`config.mk`:
```
export PLATFORM = sky130hd
export DESIGN_NAME = rf_multiport
export DESIGN_NICKNAME = d
export VERILOG_FILES = /design/src/rtl/rf_pkg.sv /design/src/rtl/rf_read_port.sv /design/src/rtl/rf_multiport.sv
export SDC_FILE = /design/constraint.sdc
export NUM_CORES = 1
export LEC_CHECK = 0
export CORE_ASPECT_RATIO = 1.75
export CORE_MARGIN = 8
export CORE_UTILIZATION = 65
export CTS_CLUSTER_DIAMETER = 50
export DETAILED_ROUTE_END_ITERATION = 8
export PLACE_DENSITY = 0.83
export SLEW_MARGIN = 20
export SYNTH_ARGS = -nofsm -noshare
export SYNTH_HDL_FRONTEND = slang
export SYNTH_SLANG_ARGS = --single-unit
```
`constraint.sdc`:
```
create_clock -name clock -period 4.8 [get_ports clock]
set_input_delay 0.96 -clock clock [delete_from_list [all_inputs] [get_ports clock]]
set_output_delay 0.96 -clock clock [all_outputs]
set_load 0.005 [all_outputs]
```
`src/rtl/rf_pkg.sv`:
```
// Shared types and sizing helpers for the multiport register file.
package rf_pkg;

    typedef enum logic {RF_CLEAR, RF_READY} rf_state_e;

    localparam int unsigned RF_DATA_W_DEF = 32;
    localparam int unsigned RF_ADDR_W_DEF = 5;
    localparam int unsigned RF_NUM_RD_DEF = 2;

    function automatic int unsigned rf_depth(input int unsigned addr_w);
        return 32'd1 << addr_w;
    endfunction

    function automatic int unsigned rf_slice_w(input int unsigned num, input int unsigned w);
        return num * w;
    endfunction

endpackage

```
`src/rtl/rf_read_port.sv`:
```
// One registered read port: zero-register mux and, with RF_BYPASS_EN defined,
// same-cycle write forwarding (write-before-read).
module rf_read_port
    import rf_pkg::*;
#(
    parameter int unsigned DATA_W   = RF_DATA_W_DEF,
    parameter int unsigned ADDR_W   = RF_ADDR_W_DEF,
    parameter int unsigned ZERO_REG = 1
) (
    input  logic              clock,
    input  logic              reset_n,
    input  logic              rd_en,
    input  logic [ADDR_W-1:0] rd_addr,
    input  logic [DATA_W-1:0] raw_data,
    input  logic              wr_en,
    input  logic [ADDR_W-1:0] wr_addr,
    input  logic [DATA_W-1:0] wr_data,
    output logic [DATA_W-1:0] rd_data
);

    logic [DATA_W-1:0] rd_data_d;
    logic [DATA_W-1:0] rd_data_q;

    always_comb begin
        rd_data_d = raw_data;
`ifdef RF_BYPASS_EN
        if (wr_en && (wr_addr == rd_addr)) begin
            rd_data_d = wr_data;
        end
`endif
        // Zero register wins over forwarding.
        if ((ZERO_REG != 0) && (rd_addr == '0)) begin
            rd_data_d = '0;
        end
    end

`ifndef RF_BYPASS_EN
    logic unused_wr;
    assign unused_wr = ^{wr_en, wr_addr, wr_data};
`endif

    always_ff @(posedge clock or negedge reset_n) begin
        if (!reset_n) begin
            rd_data_q <= '0;
        end else if (rd_en) begin
            rd_data_q <= rd_data_d;
        end
    end

    assign rd_data = rd_data_q;

endmodule

```
`src/rtl/rf_multiport.sv`:
```
// Parametrised multi-read-port register file with post-reset hardware clear.
// Define RF_BYPASS_EN for write-before-read forwarding on same-cycle address match.
module rf_multiport
    import rf_pkg::*;
#(
    parameter int unsigned DATA_W   = RF_DATA_W_DEF,
    parameter int unsigned ADDR_W   = RF_ADDR_W_DEF,
    parameter int unsigned NUM_RD   = RF_NUM_RD_DEF,
    parameter int unsigned ZERO_REG = 1
) (
    input  logic                                  clock,
    input  logic                                  reset_n,
    input  logic                                  read_enabled,
    input  logic [rf_slice_w(NUM_RD, ADDR_W)-1:0] read_addr,
    input  logic                                  write_enabled,
    input  logic [ADDR_W-1:0]                     write_addr,
    input  logic [DATA_W-1:0]                     write_data,
    output logic [rf_slice_w(NUM_RD, DATA_W)-1:0] read_data,
    output logic                                  read_valid,
    output logic                                  busy
);

    localparam int unsigned DEPTH = rf_depth(ADDR_W);

    rf_state_e         state_q;
    logic [ADDR_W-1:0] clr_cnt_q;
    logic              rd_valid_q;
    logic [DATA_W-1:0] mem_q [DEPTH];

    logic clearing;
    logic wr_en_eff;
    logic rd_en_eff;

    assign clearing  = (state_q == RF_CLEAR);
    assign rd_en_eff = read_enabled && !clearing;
    assign wr_en_eff = write_enabled && !clearing && !((ZERO_REG != 0) && (write_addr == '0));

    always_ff @(posedge clock or negedge reset_n) begin
        if (!reset_n) begin
            state_q    <= RF_CLEAR;
            clr_cnt_q  <= '0;
            rd_valid_q <= 1'b0;
        end else begin
            rd_valid_q <= rd_en_eff;
            unique case (state_q)
                RF_CLEAR: begin
                    clr_cnt_q <= clr_cnt_q + 1'b1;
                    // All-ones count means the last register is being cleared now.
                    if (&clr_cnt_q) begin
                        state_q <= RF_READY;
                    end
                end
                RF_READY: begin
                    state_q <= RF_READY;
                end
                default: begin
                    state_q <= RF_CLEAR;
                end
            endcase
        end
    end

    // Storage is not reset directly; the clear sequencer zeroes it after reset.
    always_ff @(posedge clock) begin
        if (clearing) begin
            mem_q[clr_cnt_q] <= '0;
        end else if (wr_en_eff) begin
            mem_q[write_addr] <= write_data;
        end
    end

    for (genvar k = 0; k < NUM_RD; k++) begin : g_rd
        logic [ADDR_W-1:0] addr;
        assign addr = read_addr[k*ADDR_W +: ADDR_W];

        rf_read_port #(
            .DATA_W   (DATA_W),
            .ADDR_W   (ADDR_W),
            .ZERO_REG (ZERO_REG)
        ) u_port (
            .clock    (clock),
            .reset_n  (reset_n),
            .rd_en    (rd_en_eff),
            .rd_addr  (addr),
            .raw_data (mem_q[addr]),
            .wr_en    (wr_en_eff),
            .wr_addr  (write_addr),
            .wr_data  (write_data),
            .rd_data  (read_data[k*DATA_W +: DATA_W])
        );
    end

    assign read_valid = rd_valid_q;
    assign busy       = clearing;

endmodule
```
==> impl_results.md, run 1 <==
- Outcome: finished, final reports clean
- Async SR Flop Fraction: 0.0648
- Remaining antenna violation count: 0
- Pre-CTS setup slack: 0.547 ns
- Fin nets: 2786
- Required @ worst endpoint: 5.13 ns
- Clock Sinks: 1095
- TritonCTS clock tree: built
- Layout Cell Area excl Fill: 56100 sq um
- Initial antenna violation count: 2
- Cts repair resizes: 0
- Die Ht: 383 microns
- VDD IR max: 0.454 mV
- Mapped cell area: 50100 sq um
- RSZ-0062 raised after global routing: false
- Hold Violations, Final: 0
- Post-DP Area: 53100 sq um
- FF/Latch Area: 32500 sq um
- Post-CTS Setup Bufs: 0
- DR pass1 iterations: 6
- Worst Hold Slack: 0.276 ns
- Reg power frac: 0.533
- Total Wirelength: 149 mm
- Total CTS buffers: 93
- Combinational power share: 0.087
- CP startpoint kind: input port
- Clock power share: 0.380
- Yosys warns: 0
- DR WL/cell: 39.0 microns
- Core Box Area: 76300 sq um
- EDFF count, synth: 1024
- Global route overflow: 0
- Dominant synthesized flop cell: edfxtp_1
- I/O Buffers: 116
- Critical setup path kind: input port to flop
- Setup violations, final: 0
- Drt first-iter violations: 4165
- Tcrit/Tclk final: 0.753
- Worst-Margin Slew: 1.12 ns
- Worst-Skew Late Latency: 0.69 ns
- Sw frac: 0.229
- Syn_area_per_cell: 19.3 sq um
- Area of the multi-input gates: 16800 sq um
- Syn Nets: 2654
- Final setup TNS: 0 ns
- Residual DRC: 0
- Synthesized netlist cell count: 2601
- Largest net degree at the start of global routing: 101
- Sequential fraction of the synthesis area: 0.649
- First-pass GRT wire length: 215 mm
- Post-synth top cells: edfxtp_1, mux4_2, mux2i_1, nand2_1, clkbuf_1
- CTS Hold Buffers Added: 0
- Fillers: 4272
- Longest Clk Path Bufs: 3
- Die area: 86600 sq um
- Number of synthesized register bits: 1095
- Worst-path clk slew: 0.06 ns
- Leakage: 19.9 nW
- Pwr dens: 354 nW/um^2
- Relative slew margins: 0.256
- Initial Util: 0.657
- Setup ws final: 1.19 ns
- Unique masters post-synth: 53
- Die Wd: 226 microns
- Dominant cells by area after synthesis: edfxtp_1, mux4_2, mux2i_1, dfrtp_1, mux2_2
- Skew final: 0.0238 ns
- Routability-driven placement congestion ratio: 0.915
- Vias per inst: 7.72
- Setup crit end kind: flop
- Critical Path Fanout Max: 18
- Total number of vias: 29576
- N_diodes: 0
- MaxCap Viol Count: 0
- Final min period: 3.61 ns
- Fmax: 0.277 GHz
- HPWL after detailed placement: 87.7 mm
- Most frequent cell after synthesis: edfxtp_1
- Total Power: 19.9 mW
- GRT Util Overall: 0.350
- Crit path DAT: 3.95 ns
- Tightest Hold Check Type: input port to async pin
- Psw: 4.55 mW
- Vias in the first global route: 31369
- H-tree depth: 3
- Clock Tree Root: clkbuf_16
- Int Power: 15.3 mW
- IO Pins: 117
- Synth top area share: 0.614
- Area delta synth->final: 12.0%
- Yosys top cell by area: edfxtp_1
- Layout cell share with drive strength beyond 1: 0.292
- Max-slew violations: 0
- FP Rows: 134
layout by cell type, fill, tap and decap left out, types with 8 or more instances in the layout:
cell type	n
mux2_2	41
clkinvlp_4	12
a22oi_1	30
buf_4	96
mux4_2	454
and2_1	31
dfrtp_1	71
a211oi_1	56
mux2i_1	246
nand3_1	8
clkdlybuf4s50_1	105
a221oi_1	12
clkbuf_16	95
clkinv_1	12
a21oi_1	45
nor2_4	33
clkinv_2	16
nand2_1	108
buf_12	31
a22o_1	24
clkbuf_1	18
o221ai_1	25
nor2_1	12
edfxtp_1	1024
a221o_1	11
o21ai_0	37
o22ai_1	57
critical path, cell delays in order:
cell,delay [ns]
clkdlybuf4s50_1,0.47
nor3_1,0.45
a21o_1,0.26
a21oi_1,0.13
nand2b_1,0.38
nor2_4,0.75
buf_4,0.48
path summary, 6_finish.rpt:
check                      cells after the start                                endpoint  slack (ns)                                   start
max reg2reg                                    6                  mem_q[8][28]$_DFFE_PP_        1.52                       state_q$_DFF_PN0_
max                                            7                  mem_q[8][28]$_DFFE_PP_        1.19                           write_addr[1]
min reg2reg                                    2  g_rd[0].u_port.rd_data[31]$_DFFE_PN0P_        0.46  g_rd[0].u_port.rd_data[31]$_DFFE_PN0P_
min                                            1   g_rd[0].u_port.rd_data[8]$_DFFE_PN0P_        0.28                                 reset_n
max in group asynchronous                      2  g_rd[0].u_port.rd_data[23]$_DFFE_PN0P_        3.30                                 reset_n
min in group clock                             2  g_rd[0].u_port.rd_data[31]$_DFFE_PN0P_        0.46  g_rd[0].u_port.rd_data[31]$_DFFE_PN0P_
final cells by class:
class	instances	share of cell area
Sequential cell	1095	0.580
Inverter	6	0.000401
Tap cell	1020	0.0227
Timing Repair Buffer	239	0.0441
Clock buffer	117	0.0445
Clock inverter	54	0.00872
Multi-Input combinational cell	1298	0.300
per-layer routing:
layer  vias up  routed length (microns)  track usage
met5         -                        0            0
met4         0                    12700        0.255
met3       640                    16800       0.0754
met2      2459                    75200        0.579
met1     15143                    44600        0.401
li1      11334                        -            -
power groups by stage:
stage	registers, mW	clock network, mW	logic (mW)
2_1_floorplan	10.8	0	0.977
3_3_place_gp	10.8	0	1.66
3_5_place_dp	10.8	0	1.70
4_1_cts	10.6	7.56	1.72
5_1_grt	10.6	7.90	1.79
6_report	10.6	7.55	1.74
through the flow:
step | instances | util
after global placement | 3658 | 0.696
final | 3829 | 0.736
after global routing | 3829 | 0.736
after detailed placement | 3658 | 0.696
after floorplan | 2601 | -
after CTS | 3829 | 0.736
cells by family (layout without fill, tap and decap cells):
family / count (synthesis) / in the layout / share of synthesized area
muxes: 741 / 741 / 0.262
and+or+nand+nor: 231 / 231 / 0.0212
AOI/OAI and AO/OA: 321 / 321 / 0.0447
xor gates and xnor gates: 3 / 3 / 0.000525
buffers and inverters: 208 / 416 / 0.0212
adders and majority gates: 2 / 2 / 0.000499
DFF: 1095 / 1095 / 0.649
state kept, by name (all words and copies together), names as in the netlist:
signal	flops
state_q	1
clr_cnt_q	5
g_rd.u_port.rd_data	64
mem_q	1024
read_valid	1
(Power assumes the default switching activity.)
==> run 2: changes to the inputs <==
Settings changed: CORE_UTILIZATION 65 to 62, PLACE_DENSITY 0.83 to 0.8.
Clock period 4.8 ns to 3.5 ns, I/O delays scaled along.
==> impl_results.md, run 2 (synthesis gave the netlist of run 1 again) <==
- Outcome: finished, final reports clean (unchanged)
- Total Power: 27.7 mW (was 19.9 mW)
- CP startpoint kind: flop (was input port)
- Reg-to-reg startpoint: state_q$_DFF_PN0_ (unchanged)
- Fmax: 0.354 GHz
- Tightest Hold Check Type: flop to flop (was input port to async pin)
- Longest Clk Path Bufs: 3 (unchanged)
- Vias per inst: 7.63 (was 7.72)
- Worst setup path start: state_q$_DFF_PN0_ (was write_addr[1])
- Leakage: 20.6 nW (was 19.9 nW)
- Total number of vias: 30297 (was 29576)
- Worst-Skew Late Latency: 0.69 ns (about the same)
- Cts repair resizes: 0 (unchanged)
- Worst-Margin Slew: 1.17 ns (was 1.12 ns)
- Fillers: 4767 (was 4272)
- Commonest cells after routing, fill and taps aside: edfxtp_1, mux4_2, mux2i_1 (unchanged)
- Die Wd: 231 microns (was 226 microns)
- Skew final: 0.0265 ns (was 0.0238 ns)
- DR WL/cell: 40.0 microns (was 39.0 microns)
- Largest net degree at the start of global routing: 71 (was 101)
- Critical Path Fanout Max: 15 (was 18)
- Residual DRC: 0 (unchanged)
- Biggest register: mem_q (unchanged)
- Hold Violations, Final: 0 (unchanged)
- Final setup TNS: 0 ns (unchanged)
- DR pass1 iterations: 6 (unchanged)
- Initial Util: 0.623 (was 0.657)
- Initial antenna violation count: 5 (was 2)
- Max-slew violations: 0 (unchanged)
- Post-DP Area: 54400 sq um (was 53100 sq um)
- Worst-path clk slew: 0.07 ns (was 0.06 ns)
- Remaining antenna violation count: 0 (unchanged)
- Layout Cell Area excl Fill: 57500 sq um (was 56100 sq um)
- Global route overflow: 0 (unchanged)
- Die area: 90500 sq um (was 86600 sq um)
- Core Box Area: 80500 sq um (was 76300 sq um)
- Routability-driven placement congestion ratio: 0.921 (was 0.915)
- H-tree depth: 3 (unchanged)
- Die Ht: 392 microns (was 383 microns)
- Tcrit/Tclk final: 0.807
- IO Pins: 117 (unchanged)
- Worst Hold Slack: 0.466 ns (was 0.276 ns)
- Vias in the first global route: 32183 (was 31369)
- Crit path DAT: 3.44 ns (was 3.95 ns)
- Clock Sinks: 1095 (unchanged)
- Placed cells: 3801 (was 3658)
- Hold wc startpoint: g_rd[0].u_port.rd_data[25]$_DFFE_PN0P_
- VDD IR max: 0.570 mV (was 0.454 mV)
- Max FFs per register: 1024 (unchanged)
- Total Wirelength: 159 mm (was 149 mm)
- HPWL after detailed placement: 103 mm (was 87.7 mm)
- Fin nets: 2899 (was 2786)
- Critical setup path kind: flop to flop (was input port to flop)
- Setup violations, final: 0 (unchanged)
- Relative slew margins: 0.221 (was 0.256)
- RSZ-0062 raised after global routing: false (unchanged)
- Clock Tree Root: clkbuf_16 (unchanged)
- Most common cell after layout, fill and taps aside: edfxtp_1 (unchanged)
- I/O Buffers: 116 (unchanged)
- Required @ worst endpoint: 4.11 ns (was 5.13 ns)
- Final min period: 2.83 ns
- Area delta synth->final: 14.9% (was 12.0%)
- Pwr dens: 482 nW/um^2 (was 354 nW/um^2)
- Drt first-iter violations: 3728 (was 4165)
- N_diodes: 0 (unchanged)
- Layout cell share with drive strength beyond 1: 0.320 (was 0.292)
- Fin cells: 3973 (was 3829)
- FP Rows: 138 (was 134)
- Setup crit end kind: flop (unchanged)
- Total CTS buffers: 92 (was 93)
- TritonCTS clock tree: built (unchanged)
- First-pass GRT wire length: 227 mm (was 215 mm)
- GRT Util Overall: 0.356 (was 0.350)
- MaxCap Viol Count: 0 (unchanged)
[run 2: changes by cell type in the layout (fill, tap and decap cells not counted), moves of 4 or more]
cell	before	now
clkinv_2	16	12
buf_4	96	173
buf_12	31	66
clkbuf_1	18	27
and2_1	31	24
clkinvlp_4	12	5
and2_2	2	9
bufinv_16	7	12
[run 2: metrics by stage]
step	setup slack [ns]	util
2_1_floorplan	0.0315	-
3_3_place_gp	0.187	0.677
3_5_place_dp	0.0761	0.677
4_1_cts	0.635	0.715
5_1_grt	0.572	0.715
6_report	0.675	0.715
[run 2: final timing paths]
path                                                          end  slack [ns]  cells after the start
min in group asynchronous   g_rd[0].u_port.rd_data[4]$_DFFE_PN0P_        0.58                      2
max                         g_rd[0].u_port.rd_data[8]$_DFFE_PN0P_        0.67                      8
min reg2reg                g_rd[0].u_port.rd_data[25]$_DFFE_PN0P_        0.47                      2
min                        g_rd[0].u_port.rd_data[25]$_DFFE_PN0P_        0.47                      2
max in group asynchronous  g_rd[1].u_port.rd_data[25]$_DFFE_PN0P_        2.11                      3
max reg2reg                 g_rd[0].u_port.rd_data[8]$_DFFE_PN0P_        0.67                      8
[run 2: timing repair]
action                     4_1_cts  5_1_grt
setup endpoints to repair        0        0
hold endpoints to repair        10        0
buffers inserted                 0        0
hold buffers                     1        0
[run 2: final cells by class]
| class | instances | area, sq um | area share |
|---|---|---|---|
| Clock buffer | 125 | 2510 | 0.0436 |
| Clock inverter | 46 | 564 | 0.00981 |
| Inverter | 6 | 22.5 | 0.000391 |
| Multi-Input combinational cell | 1298 | 16800 | 0.293 |
| Sequential cell | 1095 | 32500 | 0.565 |
| Tap cell | 1050 | 1310 | 0.0228 |
| Timing Repair Buffer | 353 | 3760 | 0.0654 |
[run 2: metal layers]
layer | up-vias | share of wire | global-route usage
met2 | 2423 | 0.50 | 0.590
met4 | 6 | 0.11 | 0.310
li1 | 11579 | - | -
met3 | 713 | 0.10 | 0.0684
met1 | 15576 | 0.29 | 0.390
met5 | - | 0.00021 | 0
[run 2: critical path: stages (launching register included)]
cell	delay, ns
dfrtp_1	0.68
nand2_4	0.14
inv_1	0.33
o21ai_4	0.10
buf_4	0.26
a211oi_1	0.75
buf_4	0.23
o21ai_0	0.15
nand2_1	0.12
[run 2: power by group]
group / internal [mW] / switching (mW) / leakage, nW
logic: 1.05 / 1.52 / 7.59
clock network: 5.94 / 4.69 / 1.49
registers: 14.4 / 0.0937 / 11.5
total: 21.4 / 6.30 / 20.6
